$ cat config.mk
export PLATFORM = sky130hd
export DESIGN_NAME = voice_mixer_flat
export DESIGN_NICKNAME = d
export VERILOG_FILES = /design/src/rtl/voice_mixer_if.sv /design/src/rtl/voice_mixer.sv /design/src/flat_wrapper.sv
export SDC_FILE = /design/constraint.sdc
export NUM_CORES = 1
export LEC_CHECK = 0
export CAP_MARGIN = 30
export CORE_ASPECT_RATIO = 1.5
export CORE_UTILIZATION = 33
export CTS_BUF_LIST = sky130_fd_sc_hd__clkbuf_8
export DETAILED_ROUTE_END_ITERATION = 10
export SLEW_MARGIN = 20
export SYNTH_ARGS = -nofsm -noshare
export SYNTH_HDL_FRONTEND = slang
export SYNTH_SLANG_ARGS = --single-unit
$ cat constraint.sdc
create_clock -name Clk -period 7.2 [get_ports Clk]
set_clock_uncertainty 0.2 [all_clocks]
set_input_delay 1.44 -clock Clk [delete_from_list [all_inputs] [get_ports Clk]]
set_output_delay 1.44 -clock Clk [all_outputs]
set_load 0.02 [all_outputs]
$ cat src/rtl/voice_mixer_if.sv
// voice_mixer_if: bundles the frame clock, voice samples, gain and the mixed
// sample outputs of voice_mixer. The mixer takes the slave modport; whoever
// supplies voices and consumes the sample takes the master modport.
interface voice_mixer_if #(
  parameter int NUM_VOICES = 4
);
  logic                      lrck;
  logic [16*NUM_VOICES-1:0]  voice_in;
  logic [7:0]                master_gain;
  logic [15:0]               sample_out;
  logic                      sample_valid;
  logic                      clip;
  logic [15:0]               peak_bar;

  modport master (
    output lrck, voice_in, master_gain,
    input  sample_out, sample_valid, clip, peak_bar
  );

  modport slave (
    input  lrck, voice_in, master_gain,
    output sample_out, sample_valid, clip, peak_bar
  );
endinterface

$ cat src/rtl/voice_mixer.sv
// voice_mixer: once per audio frame (rising edge of lrck) snapshot every voice,
// sum them one voice per clock at full precision, scale by a Q1.7 master gain,
// saturate to 16-bit signed and present a registered sample with a one-cycle
// valid pulse.
// Optional feature macro: MIXER_PEAK_METER_EN builds a decaying peak meter that
// drives peak_bar as a thermometer code; without it peak_bar is tied to 0.
module voice_mixer #(
  parameter int NUM_VOICES       = 4,
  parameter int PEAK_DECAY_SHIFT = 4
) (
  input  logic          Clk,
  input  logic          Reset,
  voice_mixer_if.slave  bus
);

  localparam int IDX_W  = $clog2(NUM_VOICES);
  localparam int ACC_W  = 16 + IDX_W;
  localparam int PROD_W = ACC_W + 9;
  localparam logic [IDX_W-1:0] LAST_IDX = IDX_W'(NUM_VOICES - 1);

  // Elaboration-time guard on the supported parameter ranges.
  if ((NUM_VOICES < 2) || (NUM_VOICES > 8)) begin : g_bad_voices
    $error("voice_mixer: NUM_VOICES must be 2..8");
  end
  if ((PEAK_DECAY_SHIFT < 1) || (PEAK_DECAY_SHIFT > 14)) begin : g_bad_shift
    $error("voice_mixer: PEAK_DECAY_SHIFT must be 1..14");
  end

  typedef enum logic [1:0] {
    IDLE  = 2'd0,
    ACCUM = 2'd1,
    SCALE = 2'd2
  } state_t;

  state_t                   state_r;
  state_t                   state_next_s;

  logic                     lrck_meta_r;
  logic                     lrck_sync_r;
  logic                     lrck_hist_r;
  logic                     frame_start_s;

  logic                     load_s;
  logic                     accum_s;
  logic                     scale_s;

  logic signed [15:0]       snap_r [NUM_VOICES];
  logic signed [15:0]       snap_cur_s;
  logic signed [ACC_W-1:0]  acc_r;
  logic [IDX_W-1:0]         idx_r;

  logic signed [PROD_W-1:0] acc_ext_s;
  logic signed [PROD_W-1:0] gain_ext_s;
  logic signed [PROD_W-1:0] prod_s;
  logic signed [PROD_W-1:0] shifted_s;
  logic [PROD_W-16:0]       upper_s;
  logic signed [15:0]       sat_s;
  logic                     sat_flag_s;

  logic [15:0]              sample_out_r;
  logic                     sample_valid_r;
  logic                     clip_r;

  // Two-flop synchronizer for lrck plus an edge-history flop.
  always_ff @(posedge Clk or posedge Reset) begin
    if (Reset) begin
      lrck_meta_r <= 1'b0;
      lrck_sync_r <= 1'b0;
      lrck_hist_r <= 1'b0;
    end else begin
      lrck_meta_r <= bus.lrck;
      lrck_sync_r <= lrck_meta_r;
      lrck_hist_r <= lrck_sync_r;
    end
  end

  // A rising lrck seen after synchronization marks a new frame.
  assign frame_start_s = lrck_sync_r & ~lrck_hist_r;

  // FSM state register.
  always_ff @(posedge Clk or posedge Reset) begin
    if (Reset) begin
      state_r <= IDLE;
    end else begin
      state_r <= state_next_s;
    end
  end

  // FSM next state: a frame start outside IDLE is dropped, never queued.
  always_comb begin
    state_next_s = state_r;
    case (state_r)
      IDLE: begin
        if (frame_start_s) begin
          state_next_s = ACCUM;
        end else begin
          state_next_s = IDLE;
        end
      end
      ACCUM: begin
        if (idx_r == LAST_IDX) begin
          state_next_s = SCALE;
        end else begin
          state_next_s = ACCUM;
        end
      end
      SCALE:   state_next_s = IDLE;
      default: state_next_s = IDLE;
    endcase
  end

  // FSM outputs: datapath strobes decoded from the current state.
  always_comb begin
    load_s  = 1'b0;
    accum_s = 1'b0;
    scale_s = 1'b0;
    case (state_r)
      IDLE:    load_s  = frame_start_s;
      ACCUM:   accum_s = 1'b1;
      SCALE:   scale_s = 1'b1;
      default: begin
        load_s  = 1'b0;
        accum_s = 1'b0;
        scale_s = 1'b0;
      end
    endcase
  end

  // Snapshot all voices at frame start so later input changes cannot leak in.
  always_ff @(posedge Clk or posedge Reset) begin
    if (Reset) begin
      for (int k = 0; k < NUM_VOICES; k++) begin
        snap_r[k] <= 16'sd0;
      end
    end else if (load_s) begin
      for (int k = 0; k < NUM_VOICES; k++) begin
        snap_r[k] <= bus.voice_in[16*k +: 16];
      end
    end
  end

  assign snap_cur_s = snap_r[idx_r];

  // Full-precision accumulator, one voice per clock.
  always_ff @(posedge Clk or posedge Reset) begin
    if (Reset) begin
      acc_r <= '0;
      idx_r <= '0;
    end else if (load_s) begin
      acc_r <= '0;
      idx_r <= '0;
    end else if (accum_s) begin
      acc_r <= acc_r + {{IDX_W{snap_cur_s[15]}}, snap_cur_s};
      idx_r <= idx_r + IDX_W'(1);
    end
  end

  // Gain, floor shift by 7 and saturation to 16-bit signed.
  always_comb begin
    acc_ext_s  = {{9{acc_r[ACC_W-1]}}, acc_r};
    gain_ext_s = {{(PROD_W-8){1'b0}}, bus.master_gain};
    prod_s     = acc_ext_s * gain_ext_s;
    shifted_s  = prod_s >>> 5'd7;
    upper_s    = shifted_s[PROD_W-1:15];
    if ((&upper_s) | ~(|upper_s)) begin
      sat_s      = shifted_s[15:0];
      sat_flag_s = 1'b0;
    end else if (shifted_s[PROD_W-1]) begin
      sat_s      = 16'sh8000;
      sat_flag_s = 1'b1;
    end else begin
      sat_s      = 16'sh7FFF;
      sat_flag_s = 1'b1;
    end
  end

  // Output sample, clip flag and valid pulse, all updated only in SCALE.
  always_ff @(posedge Clk or posedge Reset) begin
    if (Reset) begin
      sample_out_r   <= 16'h0000;
      sample_valid_r <= 1'b0;
      clip_r         <= 1'b0;
    end else begin
      sample_valid_r <= scale_s;
      if (scale_s) begin
        sample_out_r <= sat_s;
        clip_r       <= sat_flag_s;
      end
    end
  end

  assign bus.sample_out   = sample_out_r;
  assign bus.sample_valid = sample_valid_r;
  assign bus.clip         = clip_r;

`ifdef MIXER_PEAK_METER_EN
  logic [14:0] peak_r;
  logic [14:0] peak_decay_s;
  logic [14:0] sample_mag_s;
  logic [14:0] peak_next_s;
  logic [15:0] sat_neg_s;
  logic [15:0] bar_next_s;
  logic [15:0] peak_bar_r;

  // Magnitude of the new sample (clamping -32768), decayed peak and bar code.
  always_comb begin
    sat_neg_s = 16'd0 - sat_s;
    if (sat_s == 16'sh8000) begin
      sample_mag_s = 15'h7FFF;
    end else if (sat_s[15]) begin
      sample_mag_s = sat_neg_s[14:0];
    end else begin
      sample_mag_s = sat_s[14:0];
    end
    peak_decay_s = peak_r - (peak_r >> PEAK_DECAY_SHIFT);
    if (sample_mag_s > peak_decay_s) begin
      peak_next_s = sample_mag_s;
    end else begin
      peak_next_s = peak_decay_s;
    end
    for (int i = 0; i < 16; i++) begin
      bar_next_s[i] = (peak_next_s > 15'(i * 2048));
    end
  end

  // Peak and bar graph registers, advanced once per produced sample.
  always_ff @(posedge Clk or posedge Reset) begin
    if (Reset) begin
      peak_r     <= 15'd0;
      peak_bar_r <= 16'h0000;
    end else if (scale_s) begin
      peak_r     <= peak_next_s;
      peak_bar_r <= bar_next_s;
    end
  end

  assign bus.peak_bar = peak_bar_r;
`else
  assign bus.peak_bar = 16'h0000;
`endif

endmodule

$ cat src/flat_wrapper.sv
// flat-port wrapper written by rule: the top's interface ports become plain ports
module voice_mixer_flat 
#(
  parameter int NUM_VOICES       = 4,
  parameter int PEAK_DECAY_SHIFT = 4
)
  (Clk, Reset, bus_lrck, bus_voice_in, bus_master_gain, bus_sample_out, bus_sample_valid, bus_clip, bus_peak_bar);
  voice_mixer_if #(.NUM_VOICES(NUM_VOICES)) bus_i ();
  input  logic Clk;
  input  logic Reset;
  input wire logic [$bits(bus_i.lrck)-1:0] bus_lrck;
  input wire logic [$bits(bus_i.voice_in)-1:0] bus_voice_in;
  input wire logic [$bits(bus_i.master_gain)-1:0] bus_master_gain;
  output wire logic [$bits(bus_i.sample_out)-1:0] bus_sample_out;
  output wire logic [$bits(bus_i.sample_valid)-1:0] bus_sample_valid;
  output wire logic [$bits(bus_i.clip)-1:0] bus_clip;
  output wire logic [$bits(bus_i.peak_bar)-1:0] bus_peak_bar;
  assign bus_i.lrck = bus_lrck;
  assign bus_i.voice_in = bus_voice_in;
  assign bus_i.master_gain = bus_master_gain;
  assign bus_sample_out = bus_i.sample_out;
  assign bus_sample_valid = bus_i.sample_valid;
  assign bus_clip = bus_i.clip;
  assign bus_peak_bar = bus_i.peak_bar;
  voice_mixer #(.NUM_VOICES(NUM_VOICES), .PEAK_DECAY_SHIFT(PEAK_DECAY_SHIFT)) u_core (.Clk(Clk), .Reset(Reset), .bus(bus_i));
endmodule
Word level (Yosys, flattened, before mapping)
Cells that the tools add are included.
{ "word_totals": {"register_bits": 107, "inputBits": 75, "output_inout_bits": 34, "elab_cells": 45} }
{ "classes": {"add_sub_neg": 2, "multipliers": 1, "magnitude_cmp": 1, "eq_ne": 3, "muxes": 16, "bitwise_logic": 5, "reduce_logical": 4} }
{ "ops": {"columns": ["operator", "n"], "rows": [
  ["two-way mux 16 bit", 4],
  ["two-way mux 18 bit", 2],
  ["binary-select mux 16 bit (select 2 bit)", 1],
  ["multiplier 18 x 9 -> 27 bit", 1],
  ["adder 18 bit", 1],
  ["two-way mux 2 bit", 3],
  ["two-way mux 1 bit", 5],
  ["AND reduction 5 bit", 1],
  ["OR reduction 5 bit", 1],
  ["== test 2 bit (second input constant)", 2],
  ["one-hot mux 2 bit (2 select lines)", 1],
  ["greater-or-equal comparator 3 bit (second input constant)", 1],
  ["NOT 2 -> 3 bit", 1],
  ["adder 2 x 1 -> 2 bit (second input constant)", 1],
  ["== test 2 x 1 -> 1 bit (second input constant)", 1],
  ["zero test 2 bit", 1],
  ["NOT 1 bit", 2],
  ["nonzero test 2 bit", 1],
  ["AND 1 bit", 1],
  ["bitwise OR 1 bit", 1]
]} }

Logic depth before layout (Yosys ltp)
{ "logic_depth": {"depth_word": 7, "depth_mapped": 22, "depth_no_buf": 20} }

Worst setup path after synthesis
Ideal clock, no wire load.
{ "synth_timing": {"path_kind": "input-to-reg", "from": "in bus_master_gain[2]", "to": "reg u_core.sample_out_r[3] (netlist: u_core.bus.sample_out[3])", "setup_ps": 99, "t_arrival_ps": 6516, "t_required_ps": 6901, "setup_slack_ps": 385, "path_stages": 20, "n_path_buf": 3, "path_cell_list": "clkbuf_1 -> clkbuf_1 -> nand2_1 -> fa_1 -> inv_1 -> fa_1 -> fa_1 -> inv_1 -> fa_1 -> inv_1 -> ha_1 -> and4_4 -> a221oi_2 -> a21oi_2 -> a311oi_4 -> mux2_2 -> a22oi_2 -> o21ai_2 -> buf_6 -> a311oi_1"} }
{ "synth_between": {"elab_chain_cells": 5, "word_cells_on_any_way": 7, "classes_between": "mul (1); mux (2); bitwise (2); reduce/logical (2)"} }
{ "synth_rtl": {"columns": ["element", "line", "source"], "rows": [
  ["start: declaration", "flat_wrapper.sv:13", "input wire logic [$bits(bus_i.master_gain)-1:0] bus_master_gain;"],
  ["multiplier 18 x 9 -> 27 bit (*)", "voice_mixer.sv:162", "prod_s = acc_ext_s * gain_ext_s;"],
  ["OR reduction 5 bit", "voice_mixer.sv:165", "if ((&upper_s) | ~(|upper_s)) begin"],
  ["NOT 1 bit", "voice_mixer.sv:165", null],
  ["bitwise OR 1 bit", "voice_mixer.sv:165", null],
  ["two-way mux 16 bit (*)", "voice_mixer.sv:165", null],
  ["end signal: assignment", "voice_mixer.sv:186", "sample_out_r <= sat_s;"],
  ["end: declaration", "voice_mixer.sv:60", "logic [15:0] sample_out_r;"]
]} }
Mark *: on every way between the ends. The rest lies on a longest branch, timed or not.
A chain may end at the register's enable or synchronous reset.

Final worst setup path
{ "layout_timing": {"from": "in bus_master_gain[0]", "to": "reg u_core.sample_out_r[7] (netlist: u_core.bus.sample_out[7])"} }
The elaborated chain is that of the path after synthesis.

==> metrics.md <==
| Metric | Value |
|---|---|
| Status | `finished clean` |
| Site Rows | `78` |
| Sort of element at the end of the critical path | `flop` |
| Max Freq | `146 MHz` |
| Most crowded layer after global routing | `met2` |
| Maximum fanout count along the critical path | `15` |
| Grt total ovfl | `0` |
| Die ar. | `0.0320 mm2` |
| Total area of sequential cells | `between 0.002 and 0.003 mm2` |
| Portion of the clock cycle consumed by the worst path in the final layout | `0.950` |
| Final Hold Vio Count | `0` |
| Die height | `approximately 220 um` |
| Final-stage net count | `between 1000 and 1500` |
| First drt pass iteration count | `5` |
| Required arrival time at the worst endpoint | `about 7.3 ns` |
| Ant diodes | `0` |
| H-tree Lvls | `3` |
| Clk sink count | `around 110` |
| Core box area | `0.0305 mm2` |
| Horizontal extent of the die | `~150 um` |
| Slew headroom | `0.523` |
| Via count | `~7000` |
| Sequential share of the synthesized area | `0.259` |
| Number of enable-type register cells in the synthesized netlist | `0` |
| Setup repair after global routing missed its margin | `false` |
| Maxcap violations | `0` |
| Post-DR wirelength/cell | `13.8 um` |
| M1 GR Usage | `0.164` |
| Antenna violations before repair | `0` |
| DRC violations left | `0` |
| Number of fillers in the final layout | `about 3000` |
| Total clock buffers created by CTS | `9` |
| Met3 capacity usage during global routing | `0.0207` |
| Largest delay share family, worst path | `adder cells` |
| Effective utilization at floorplan | `0.338` |
| Average via count per standard cell | `about 4.7` |
| Worst reg2reg setup slack | `about 1.4 ns` |
| Total length of routed wires | `20900 um` |
| DP Wirelength | `between 15000 and 20000 um` |
| GRT Resource Usage Total | `0.141` |
| Met2 capacity usage during global routing | `0.265` |
| Transition time at the pin with the least slew margin | `~0.7 ns` |
| Share of cells above drive strength 1 | `0.141` |
| First-pass GRT wire length | `36600 um` |
| # hold bufs at CTS | `0` |
| Arrival time of the worst setup path | `between 6 and 7 ns` |
| Post-synthesis sequential element count | `~110` |
| Library cells used by synthesis | `56` |
| Top-Level Pins | `109` |
| Number of I/O port buffers | `92` |
| Clk Latency, worst-skew pair | `approximately 0.41 ns` |
| Global placement routability congestion | `0.789` |
| Dominant synthesized flop cell | `dfrtp_1` |
| Clock-pin transition on the worst setup and hold timing paths | `approximately 0.13 ns` |
| CTS tree | `yes` |
| Final-report setup violation count | `0` |
| Area of combinational cells with multiple inputs | `a little under 0.007 mm2` |
| Buffer cell driving the clock tree root | `clkbuf_8` |
| Buffer and inverter count on the worst path | `5` |
| Mean area per synthesized cell | `10.2 um2` |
| Chain of cells forming the critical path | `clkdlybuf4s50_1 -> buf_4 -> nand2_1 -> fa_1 -> inv_1 -> fa_1 -> inv_1 -> fa_1 -> inv_1 -> fa_1 -> ha_1 -> a21oi_1 -> nor2b_1 -> o21ai_0 -> nand2b_1 -> a2111oi_0 -> a21oi_1 -> xnor2_2 -> o21ai_4 -> a311oi_1` |
| Area growth from synthesis to final layout | `17.8%` |
| Number of global-route vias before repair | `7598` |
| Violation count after the first detailed-routing iteration | `between 200 and 250` |
| Min cycle time layout | `6.84 ns` |
| Placed cell count | `around 1500` |
| Count of mapped cells out of synthesis | `around 1000` |
| Count of pins over their slew limit | `0` |
| Hold WC Path Type | `flop to flop` |
| Number of warnings issued by yosys | `0` |
| Maximum number of buffers from clock root to sink | `2` |
| Category of the critical setup timing path | `primary input to flop` |
| Async SR Flop Fraction | `1.00` |
| Netlist area before placement | `slightly above 0.01 mm2` |
| Number of standard cells in the final layout excluding fillers | `approximately 1500` |
| Cell type of the slowest stage on the worst timing path | `fa_1` |
| Most frequent CP cell | `fa_1` |
| Delay of the slowest cell on the worst path | `between 0.6 and 0.7 ns` |
| Number of routed nets with antenna violations | `0` |
| Element type at the critical path start | `primary input` |
| Maximum number of pins on one net before global-route repair | `81` |
path summary, 6_finish.rpt:
path | startpoint | to | depth (start not counted)
setup / recovery | bus_master_gain[0] | u_core.bus.sample_out[7]$_DFFE_PP0P_ | 20
hold / removal | u_core.lrck_meta_r$_DFF_PP0_ | u_core.lrck_sync_r$_DFF_PP0_ | 0
setup reg to reg | u_core.acc_r[17]$_DFFE_PP0P_ | u_core.bus.sample_out[7]$_DFFE_PP0P_ | 18
hold reg to reg | u_core.lrck_meta_r$_DFF_PP0_ | u_core.lrck_sync_r$_DFF_PP0_ | 0
max in group asynchronous | Reset | u_core.snap_r[14]$_DFFE_PP0P_ | 3
min in group asynchronous | Reset | u_core.snap_r[48]$_DFFE_PP0P_ | 2
cell families after synthesis:
group                      count (synthesis)  share of synthesized area
AOI/OAI and AO/OA                        118                     0.0818
buffers and inverters                    215                     0.0862
adders and majority gates                182                      0.304
and+or+nand+nor                          264                      0.127
DFF                                      107                      0.259
muxes                                     85                      0.110
xor gates and xnor gates                  37                     0.0321
other                                      1                   0.000363
registers in the layout, summed over array words and instances, names as in the netlist:
name                     flops
u_core.lrck_meta_r           1
u_core.bus.clip              1
u_core.acc_r                18
u_core.state_r               2
u_core.bus.sample_valid      1
u_core.lrck_hist_r           1
u_core.bus.sample_out       16
u_core.idx_r                 2
u_core.lrck_sync_r           1
u_core.snap_r               64
synthesized netlist by cell type, types with 14 or more instances:
cell type / instances / area (um2)
nand2_1: 109 / 409
xor2_1: 16 / 140
mux4_2: 16 / 360
xnor2_1: 20 / 175
a21oi_1: 31 / 155
mux2_2: 66 / 743
and2_1: 80 / 500
o21ai_0: 21 / 105
a311oi_1: 14 / 123
inv_1: 159 / 597
dfrtp_1: 107 / 2680
ha_1: 68 / 851
nor2_1: 32 / 120
clkbuf_1: 34 / 128
fa_1: 114 / 2280
buf_4: 18 / 135
area by class of cell:
| type | count | area share |
|---|---|---|
| Clock buffer | 9 | 0.0102 |
| Tap cell | 400 | 0.0412 |
| Timing Repair Buffer | 135 | 0.110 |
| Inverter | 159 | 0.0493 |
| Sequential cell | 107 | 0.220 |
| Clock inverter | 6 | 0.00803 |
| Multi-Input combinational cell | 702 | 0.561 |
worst reg2reg max path, cell delays in order (launching register included):
cell and delay, ns:
dfrtp_1 0.64, nand2_1 0.24, fa_1 0.67, inv_1 0.10, fa_1 0.60, inv_1 0.10
fa_1 0.48, inv_1 0.05, fa_1 0.44, ha_1 0.30, a21oi_1 0.13, nor2b_1 0.06
o21ai_0 0.16, nand2b_1 0.11, a2111oi_0 0.41, a21oi_1 0.17, xnor2_2 0.34, o21ai_4 0.21
a311oi_1 0.31
per-stage QoR:
stage | utilization | TNS (ns) | hold slack, ns | cell area, um2 | setup slack, ns
2_1_floorplan | - | 0 | 0.131 | 10400 | 0.385
3_3_place_gp | 0.389 | -1.31 | 0.140 | 11900 | -0.0887
3_5_place_dp | 0.389 | -1.94 | 0.136 | 11900 | -0.153
4_1_cts | 0.396 | 0 | 0.162 | 12100 | 0.306
5_1_grt | 0.398 | 0 | 0.167 | 12200 | 0.0322
6_report | 0.398 | 0 | 0.159 | 12200 | 0.362
per-layer routing:
metal	vias to the layer above	wire length (um)
met4	0	323
met5	-	0
met2	107	11100
met3	25	555
met1	3516	8890
li1	3452	-
cell usage in the layout (no fill, tap or decap), types with 20 or more instances in the layout:
| cell type | n |
|---|---|
| fa_1 | 114 |
| inv_1 | 158 |
| dfrtp_1 | 107 |
| buf_4 | 36 |
| o21ai_0 | 21 |
| nor2_1 | 32 |
| mux2_2 | 66 |
| and2_1 | 80 |
| ha_1 | 68 |
| clkdlybuf4s50_1 | 92 |
| nand2_1 | 109 |
| xnor2_1 | 20 |
| a21oi_1 | 31 |
repair_timing:
action                                  4_1_cts  5_1_grt
resized for setup                             0        1
setup buffers                                 0        0
endpoints found under the setup margin        0        1
Power is not shown: default switching activity piles up to over one toggle a cycle in this logic, so the estimate is an artifact.
